===== src/rtl/mem_pkg.sv =====
// Shared definitions for the I/D memory arbiter: FSM state encoding and
// default address/line widths.
package mem_pkg;

  localparam int ADDR_W_DEF = 28;
  localparam int LINE_W_DEF = 128;

  typedef enum logic [1:0] {
    IDLE    = 2'd0,
    SERVE_I = 2'd1,
    SERVE_D = 2'd2,
    RELEASE = 2'd3
  } state_e;

endpackage


===== src/rtl/mem_arbiter_arb_pick.sv =====
// Two-requester arbitration decision: fixed D priority, or round-robin
// against a "D served last" pointer when RR_EN is set.
module arb_pick #(
  parameter bit RR_EN = 1'b0
) (
  input  logic req_i,
  input  logic req_d,
  input  logic last_d,
  output logic grant_d
);

  always_comb begin
    grant_d = req_d;
    if (req_i && req_d) begin
      grant_d = RR_EN ? ~last_d : 1'b1;
    end
  end

endmodule


===== src/rtl/mem_arbiter.sv =====
// Arbitrates I-cache reads and D-cache reads/write-backs onto one memory port.
// Define ARB_RR_EN for round-robin on conflicts; otherwise D always wins.
//
// Handshake: each requester holds its level request until its ready pulses
// (one cycle in RELEASE); memory holds nothing, the arbiter keeps mem_*
// stable from grant until the single cycle where mem_ready is seen.
module mem_arbiter
  import mem_pkg::*;
#(
  parameter int ADDR_W = ADDR_W_DEF,
  parameter int LINE_W = LINE_W_DEF
) (
  input  logic              clk,
  input  logic              rst,
  input  logic              i_read,
  input  logic [ADDR_W-1:0] i_addr,
  output logic [LINE_W-1:0] i_rdata,
  output logic              i_ready,
  input  logic              d_read,
  input  logic              d_write,
  input  logic [ADDR_W-1:0] d_addr,
  input  logic [LINE_W-1:0] d_wdata,
  output logic [LINE_W-1:0] d_rdata,
  output logic              d_ready,
  output logic              mem_read,
  output logic              mem_write,
  output logic [ADDR_W-1:0] mem_addr,
  output logic [LINE_W-1:0] mem_wdata,
  input  logic [LINE_W-1:0] mem_rdata,
  input  logic              mem_ready,
  output logic [1:0]        dbg_state
);

`ifdef ARB_RR_EN
  localparam bit RR_EN = 1'b1;
`else
  localparam bit RR_EN = 1'b0;
`endif

  state_e            state_q;
  logic              mem_read_q;
  logic              mem_write_q;
  logic [ADDR_W-1:0] mem_addr_q;
  logic [LINE_W-1:0] mem_wdata_q;
  logic [LINE_W-1:0] i_rdata_q;
  logic [LINE_W-1:0] d_rdata_q;
  logic              i_ready_q;
  logic              d_ready_q;
  logic              d_req;
  logic              last_d;
  logic              grant_d;

  assign d_req = d_read | d_write;

`ifdef ARB_RR_EN
  logic last_d_q;
  assign last_d = last_d_q;
`else
  assign last_d = 1'b0;
`endif

  arb_pick #(.RR_EN(RR_EN)) u_arb_pick (
    .req_i   (i_read),
    .req_d   (d_req),
    .last_d  (last_d),
    .grant_d (grant_d)
  );

  always_ff @(posedge clk or negedge rst) begin
    if (!rst) begin
      state_q     <= IDLE;
      mem_read_q  <= 1'b0;
      mem_write_q <= 1'b0;
      mem_addr_q  <= '0;
      mem_wdata_q <= '0;
      i_rdata_q   <= '0;
      d_rdata_q   <= '0;
      i_ready_q   <= 1'b0;
      d_ready_q   <= 1'b0;
`ifdef ARB_RR_EN
      last_d_q    <= 1'b0;
`endif
    end else begin
      case (state_q)
        IDLE: begin
          if (i_read || d_req) begin
            // A D request with both read and write set is a write-back.
            state_q     <= grant_d ? SERVE_D : SERVE_I;
            mem_addr_q  <= grant_d ? d_addr : i_addr;
            mem_wdata_q <= grant_d ? d_wdata : '0;
            mem_write_q <= grant_d & d_write;
            mem_read_q  <= grant_d ? ~d_write : 1'b1;
`ifdef ARB_RR_EN
            last_d_q    <= grant_d;
`endif
          end
        end
        SERVE_I, SERVE_D: begin
          if (mem_ready) begin
            if (mem_read_q) begin
              if (state_q == SERVE_I) i_rdata_q <= mem_rdata;
              else                    d_rdata_q <= mem_rdata;
            end
            mem_read_q  <= 1'b0;
            mem_write_q <= 1'b0;
            mem_addr_q  <= '0;
            mem_wdata_q <= '0;
            i_ready_q   <= (state_q == SERVE_I);
            d_ready_q   <= (state_q == SERVE_D);
            state_q     <= RELEASE;
          end
        end
        RELEASE: begin
          i_ready_q <= 1'b0;
          d_ready_q <= 1'b0;
          state_q   <= IDLE;
        end
        default: state_q <= IDLE;
      endcase
    end
  end

  assign mem_read  = mem_read_q;
  assign mem_write = mem_write_q;
  assign mem_addr  = mem_addr_q;
  assign mem_wdata = mem_wdata_q;
  assign i_rdata   = i_rdata_q;
  assign d_rdata   = d_rdata_q;
  assign i_ready   = i_ready_q;
  assign d_ready   = d_ready_q;
  assign dbg_state = state_q;

endmodule


===== config.mk =====
export PLATFORM = sky130hd
export DESIGN_NAME = mem_arbiter
export DESIGN_NICKNAME = d
export VERILOG_FILES = /design/src/rtl/mem_pkg.sv /design/src/rtl/mem_arbiter_arb_pick.sv /design/src/rtl/mem_arbiter.sv
export SDC_FILE = /design/constraint.sdc
export NUM_CORES = 1
export LEC_CHECK = 0
export ABC_AREA = 1
export CAP_MARGIN = 15
export CORE_AREA = 2 2 283 285
export DETAILED_ROUTE_END_ITERATION = 8
export DIE_AREA = 0 0 285 287
export GPL_ROUTABILITY_DRIVEN = 0
export PLACE_DENSITY = 0.58
export SYNTH_ARGS = -nofsm -noshare
export SYNTH_HDL_FRONTEND = slang
export SYNTH_HIERARCHICAL = 1
export SYNTH_SLANG_ARGS = --single-unit

===== constraint.sdc =====
create_clock -name clk -period 1.74 [get_ports clk]
set_input_delay 0.348 -clock clk [delete_from_list [all_inputs] [get_ports clk]]
set_output_delay 0.348 -clock clk [all_outputs]
set_load 0.1 [all_outputs]

==> flow_summary.ini, run 1 <==
[cts]
cts-root-buf = clkbuf_16
cts_htree_levels = 2
clk_path_buf_depth = 3
clkTransAtPathRegs_ns = 0.06
worstSkewPairLatency_ns = 0.61
cts_tree = built
cts_sinks = 418
cts_made_buffers = 50

[synth]
synth_warnings = 6
synthesis.area_um2 = 17900
synth_area_per_cell_um2 = 8.27
synth_nets = 2481
syn_inst = 2158

[global_route]
grt_pass1_vias = 17200
grt_pass1_wl_um = 110000
antenna_found_initial = 9
grt_usage_pct = 17.5
grt_max_degree = 59
grt_overflow = 0

[floorplan]
dieArea_um2 = 81800
die_h_um = 287
core-area_um2 = 78600
initial_utilization_pct = 22.7
io_pins = 736
fp.dieW_um = 285
rows = 103

[finish]
fill_cells = 7373
area_growth_pct = 92.1
design_area_um2 = 34300
fin_nets = 3259
drive_gt1_share_pct = 23.5

[setup_path]
critPathCaptureType = flop
cp_max_fo = 5
critPathRequiredTime_ns = 2.23
startpoint = dbg_state[1]
r2r_slack_ns = -0.001
r2r_start = dbg_state[1]
cp.arrival_ns = 2.23
crit_type = flop to flop
start_kind = flop

[drt]
drcViolationCount = 0
vias = 17300
wire_per_inst_um = 19.1
vias_per_cell = 4.30
drt_iter0_drc = 973
drt_wl_total_um = 77200
drtAntennaViolNets = 0
first_pass_iters = 7

[timing]
fin_worst_skew_ns = 0.0218
slew_violations = 0
max-slew-margin-rel_pct = 66.8
tightest_slew_ns = 0.498
rsz0062_at_grt = yes
setup_viol = 1
period_share_pct = 100
setup_ws_ns = -0.00130
period_needed_ns = 1.74
fmax_mhz = 574
finalHoldViolCount = 0

[status]
violations = negative setup slack
status = complete, but fails checks

[flow_run]
drv_cap = 0

[place]
port_buffers = 735
placed_area_um2 = 31600
detailed_place_hpwl_um = 56300

[min_path]
hp-class = primary input to async pin
[metrics by stage]
step | cells | TNS, ns | utilization (%) | worst slack (ns) | hold slack, ns
final | 4037 | -0.00130 | 43.6 | -0.00130 | 0.220
after global routing | 4036 | -8.48 | 43.6 | -0.0868 | 0.229
after CTS | 3995 | -0.309 | 42.6 | -0.0633 | 0.195
after detailed placement | 3897 | -63.88 | 40.1 | -0.354 | 0.259
after global placement | 3897 | -59.28 | 40.1 | -0.329 | 0.265
after floorplan | 2158 | -19.71 | - | -0.0975 | 0.0524
[flip-flops by register name, indices dropped and copies added (netlist names)]
name,flops
mem_write,1
mem_read,1
i_rdata,128
i_ready,1
mem_wdata,128
d_rdata,128
dbg_state,2
d_ready,1
mem_addr,28
[layout make-up]
| cell class | count | area, um2 | share of cell area, % |
|---|---|---|---|
| Inverter | 194 | 743 | 2.17 |
| Antenna cell | 10 | 25.0 | 0.0729 |
| Sequential cell | 418 | 10500 | 30.5 |
| Tap cell | 1050 | 1310 | 3.83 |
| Clock inverter | 18 | 304 | 0.886 |
| Timing Repair Buffer | 885 | 13800 | 40.2 |
| Clock buffer | 75 | 1510 | 4.39 |
| Multi-Input combinational cell | 1387 | 6170 | 18.0 |
[worst paths after layout]
check                                end  cells past startpoint
hold / removal             mem_wdata[49]                      2
hold reg to reg            mem_wdata[39]                      2
setup reg to reg            d_rdata[104]                     10
max in group asynchronous    d_rdata[69]                      3
min in group clk             d_rdata[29]                      3
setup / recovery            d_rdata[104]                     10
[worst max-delay path, stage by stage, from the launching register on]
cell	delay, ns
dfrtp_4	0.43
inv_4	0.04
ha_4	0.30
buf_6	0.11
nand3_4	0.09
buf_12	0.16
buf_6	0.12
buf_8	0.14
buf_8	0.14
nand2_2	0.06
o21ai_2	0.05
[cells in the final DEF (no fill, tap or decap), types with 10 or more instances in the layout]
cell type          n
nand4_1          129
nor2_1           156
nand2_1          781
o21ai_2           11
nand2_2           11
buf_12           465
o21ai_1           99
diode_2           10
nand3_1           30
clkbuf_16         64
buf_6             12
dfrtp_1          415
clkdlybuf4s50_1  316
clkbuf_8          16
inv_1            187
o21ai_0          151
buf_4             61
[per-layer routing]
layer,GRT usage (%),wire (um)
met5,0,0
met4,8.61,3590
met3,5.01,5500
met2,29.3,38100
met1,20.5,30100
[timing repair]
action	4_1_cts	5_1_grt
buffers inserted	2	13
pin swaps	2	3
endpoints found under the hold margin	216	0
gates resized for setup	9	86
setup endpoints to repair	270	387
hold buffers	1	0
gates cloned	2	19
Power of run 1 is not shown: default switching activity piles up to over one toggle a cycle in this logic, so the estimate is an artifact.
==> run 2: changes to the inputs <==
CTS_BUF_LIST = sky130_fd_sc_hd__clkbuf_8 sky130_fd_sc_hd__clkbuf_16   (was unset)
==> flow_summary.ini, run 2 (synthesis results as in run 1) <==
[floorplan]
die_h_um = 287
rows = 103
initial_utilization_pct = 22.7
core-area_um2 = 78600
fp.dieW_um = 285
io_pins = 736
dieArea_um2 = 81800

[setup_path]
start_kind = flop
r2r_start = dbg_state[1]
ff2ff_path_depth = 10
cp_max_fo = 5
slowest_delay_ns = 0.43
cp_cell_sequence = inv_4, ha_4, buf_6, nand3_4, buf_12, buf_6, buf_8, buf_8, nand2_2, o21ai_2
crit_type = flop to flop
critPathRequiredTime_ns = 2.23
cp.arrival_ns = 2.23
cp_slowest_cell = dfrtp_4
timing.rr.end = d_rdata[104]
r2r_slack_ns = -0.004
critPathCaptureType = flop

[cts]
cts_htree_levels = 2
cts_made_buffers = 50
clkTransAtPathRegs_ns = 0.06
cts-root-buf = clkbuf_16
cts_sinks = 418
worstSkewPairLatency_ns = 0.61
clk_path_buf_depth = 3
cts_tree = built

[global_route]
antenna_found_initial = 9
grt_max_degree = 59
grt_pass1_vias = 17200
grt_overflow = 0
grt_pass1_wl_um = 110000
grt_usage_pct = 17.5

[status]
status = complete, but fails checks
violations = negative setup slack

[finish]
fin_nets = 3259
drive_gt1_share_pct = 23.5
area_growth_pct = 92.1
layout_commonest_cell = nand2_1
final_cell_mix = nand2_1 (781), buf_12 (465), dfrtp_1 (415)
fill_cells = 7373

[drt]
vias_per_cell = 4.29
wire_per_inst_um = 19.1
drcViolationCount = 0
drt_iter0_drc = 961
drtAntennaViolNets = 0
drt_wl_total_um = 77200
vias = 17300
first_pass_iters = 7

[timing]
fin_worst_skew_ns = 0.0220
whs_ns = 0.225
slew_violations = 0
finalHoldViolCount = 0
setup_ws_ns = -0.00384
max-slew-margin-rel_pct = 66.8
fmax_mhz = 573
tightest_slew_ns = 0.499
rsz0062_at_grt = yes
period_share_pct = 100
period_needed_ns = 1.74
setup_viol = 2

[flow_run]
drv_cap = 0

[place]
port_buffers = 735
detailed_place_hpwl_um = 56300

[min_path]
hp-class = primary input to async pin
[run 2: cell count changes in the layout (fill, tap and decap cells not counted), sizes merged]
cell    delta
clkbuf     -9
inv        +9
[run 2: worst max-delay path by stage]
stage	from	to
finish	dbg_state[1]	d_rdata[104]
global route	dbg_state[0]	mem_wdata[22]
CTS	dbg_state[0]	dbg_state[0]
detailed placement	d_write	mem_addr[9]
global placement	d_read	mem_addr[9]
floorplan	dbg_state[0]	mem_wdata[0]
[run 2: layout make-up]
| cell class | instances | area (um2) | area share (%) |
|---|---|---|---|
| Sequential cell | 418 | 10500 | 30.5 |
| Tap cell | 1050 | 1310 | 3.83 |
| Clock buffer | 66 | 1470 | 4.29 |
| Multi-Input combinational cell | 1387 | 6170 | 18.0 |
| Inverter | 194 | 743 | 2.17 |
| Clock inverter | 27 | 338 | 0.985 |
| Timing Repair Buffer | 885 | 13800 | 40.2 |
| Antenna cell | 10 | 25.0 | 0.0729 |
[run 2: repair_timing]
action / 4_1_cts / 5_1_grt
gates cloned: 2 / 19
pin swaps: 2 / 3
hold buffers: 1 / 0
setup buffers: 2 / 13
hold endpoints to repair: 216 / 0
setup endpoints to repair: 270 / 387
resized for setup: 9 / 86
[run 2: stage by stage]
| step | worst slack, ns | util (%) | std cells | TNS (ns) | cell area [um2] |
|---|---|---|---|---|---|
| floorplan | -0.0975 | - | 2158 | -19.71 | 18000 |
| global placement | -0.329 | 40.1 | 3897 | -59.28 | 31600 |
| detailed placement | -0.354 | 40.1 | 3897 | -63.88 | 31600 |
| CTS | -0.0633 | 42.6 | 3995 | -0.309 | 33500 |
| global route | -0.0868 | 43.6 | 4036 | -8.47 | 34300 |
| finish | -0.00384 | 43.6 | 4037 | -0.00500 | 34300 |
[run 2: worst max-delay path, delay by kind of cell, from the launching register on]
kind / cells / cell delay, ns
fa+ha+maj: 1 / 0.30
buf+inv: 6 / 0.71
simple gates: 2 / 0.15
flops: 1 / 0.43
compound gates: 1 / 0.05
[run 2: metal layers]
metal  GRT usage [%]  routed length, um  vias to the layer above
li1                -                  -                     8373
met1            20.5              30100                     8176
met2            29.3              38100                      619
met3            5.01               5510                      140
met4            8.61               3510                        0
met5               0                  0                        -
Power of run 2 is left out for the same reason.
==> run 3: changes to the inputs <==
CELL_PAD_IN_SITES_DETAIL_PLACEMENT = 0   (was unset)
CELL_PAD_IN_SITES_GLOBAL_PLACEMENT = 1   (was unset)
CORE_AREA = 2 2 288 290   (was 2 2 283 285)
DIE_AREA = 0 0 290 292   (was 0 0 285 287)
PLACE_DENSITY = 0.72   (was 0.58)
==> flow_summary.ini, run 3 (synthesis results as in run 1) <==
[finish]
drive_gt1_share_pct = 28.7
final_cell_mix = nand2_1 (672), buf_12 (471), dfrtp_1 (415)
fin_nets = 3313
fill_cells = 7741
fin_cells = 4104
layout_commonest_cell = nand2_1
area_growth_pct = 98.3

[setup_path]
cpMostUsedCell = buf_12
r2r_start = dbg_state[0]
startpoint = dbg_state[0]
critPathRequiredTime_ns = 2.22
r2r_slack_ns = -0.06
cp_slowest_cell = dfrtp_4
start_kind = flop
cp_cell_sequence = inv_4, ha_4, buf_12, nand3_4, buf_12, buf_16, clkbuf_16, nand2_4, o21ai_1
timing.rr.end = d_rdata[69]
cp.buffers_inverters = 5
endpoint = d_rdata[69]
cp_max_fo = 9
slowest_delay_ns = 0.45
cp.arrival_ns = 2.28
cp.depth = 9
crit_type = flop to flop
ff2ff_path_depth = 9
cp_top_family = buffers and inverters
critPathCaptureType = flop

[min_path]
hp-class = primary input to async pin

[cts]
cts_made_buffers = 48
clkTransAtPathRegs_ns = 0.06
cts_tree = built
clk_path_buf_depth = 3
cts_htree_levels = 2
cts-root-buf = clkbuf_16
cts_sinks = 418
worstSkewPairLatency_ns = 0.60

[place]
port_buffers = 735
pre_cts_slack_ns = -0.284
detailed_place_hpwl_um = 55400
place_inst = 3951

[timing]
period_needed_ns = 1.80
fin_worst_skew_ns = 0.0224
fmax_mhz = 555
finalHoldViolCount = 0
max-slew-margin-rel_pct = 74.8
period_share_pct = 103
setup_viol = 73
tightest_slew_ns = 0.378
setup_ws_ns = -0.0603
slew_violations = 0
rsz0062_at_grt = yes

[floorplan]
dieArea_um2 = 84700
initial_utilization_pct = 21.9
rows = 105
fp.dieW_um = 290
io_pins = 736
core-area_um2 = 81600
die_h_um = 292

[global_route]
use_met3_pct = 4.52
grt_usage_pct = 17.2
grt_overflow = 0
grt_pass1_vias = 17400
grt_busiest_layer = met2
grt_use_met1_pct = 20.0
met2_usage_pct = 30.4
antenna_found_initial = 8
grt_pass1_wl_um = 112000
grt_max_degree = 68

[drt]
drt_iter0_drc = 978
wire_per_inst_um = 19.4
drtAntennaViolNets = 0
vias_per_cell = 4.28
drcViolationCount = 0
vias = 17600
drt_wl_total_um = 79500
first_pass_iters = 5

[flow_run]
drv_cap = 0

[status]
status = complete, but fails checks
violations = negative setup slack
-- run 3: cell count changes in the layout (fill, tap and decap cells not counted), sizes merged --
| cell | previous run | this run |
|---|---|---|
| buf | 554 | 600 |
| clkinv | 9 | 16 |
| diode | 10 | 6 |
| bufinv | 5 | 2 |
| clkbuf | 80 | 83 |
| clkinvlp | 4 | 1 |
| bufbuf | 0 | 1 |
| nand2 | 797 | 798 |
| nand3 | 33 | 32 |
-- run 3: how the worst min path moves through the flow --
stage | slack, ns | endpoint | cells past startpoint
after detailed placement | 0.24 | mem_wdata[45] | 1
after CTS | 0.21 | mem_wdata[51] | 2
final | 0.22 | mem_wdata[51] | 2
after global placement | 0.25 | mem_wdata[45] | 1
after global routing | 0.21 | mem_wdata[51] | 2
after floorplan | 0.05 | d_rdata[0] | 0
-- run 3: area by class of cell --
| cell class | instances | area, um2 | area share (%) |
|---|---|---|---|
| Tap cell | 1070 | 1340 | 3.78 |
| Inverter | 194 | 743 | 2.10 |
| Timing Repair Buffer | 941 | 14600 | 41.1 |
| Sequential cell | 418 | 10500 | 29.6 |
| Clock buffer | 60 | 1370 | 3.86 |
| Multi-Input combinational cell | 1387 | 6670 | 18.8 |
| Antenna cell | 6 | 15.0 | 0.0424 |
| Clock inverter | 28 | 239 | 0.675 |
-- run 3: layer usage --
layer	wire length [um]	part of all wire, %
met4	2550	3.2
met5	25	0.031
met2	40400	51
met3	5210	6.6
met1	31300	39
-- run 3: timing repair --
action	CTS	global route
setup buffers	16	7
pin swaps	3	12
resized for setup	30	262
gates cloned	6	31
hold endpoints to repair	217	0
endpoints found under the setup margin	275	401
hold buffers	1	0
-- run 3: metrics by stage --
step | utilization (%) | area [um2] | hold slack (ns) | setup TNS [ns]
final | 43.4 | 35400 | 0.223 | -1.79
after global routing | 43.4 | 35400 | 0.211 | -15.62
after CTS | 41.5 | 33900 | 0.206 | -5.15
after detailed placement | 39.0 | 31800 | 0.245 | -66.26
after global placement | 39.0 | 31800 | 0.249 | -68.18
after floorplan | - | 18000 | 0.0524 | -19.71
Power of run 3 is left out for the same reason.
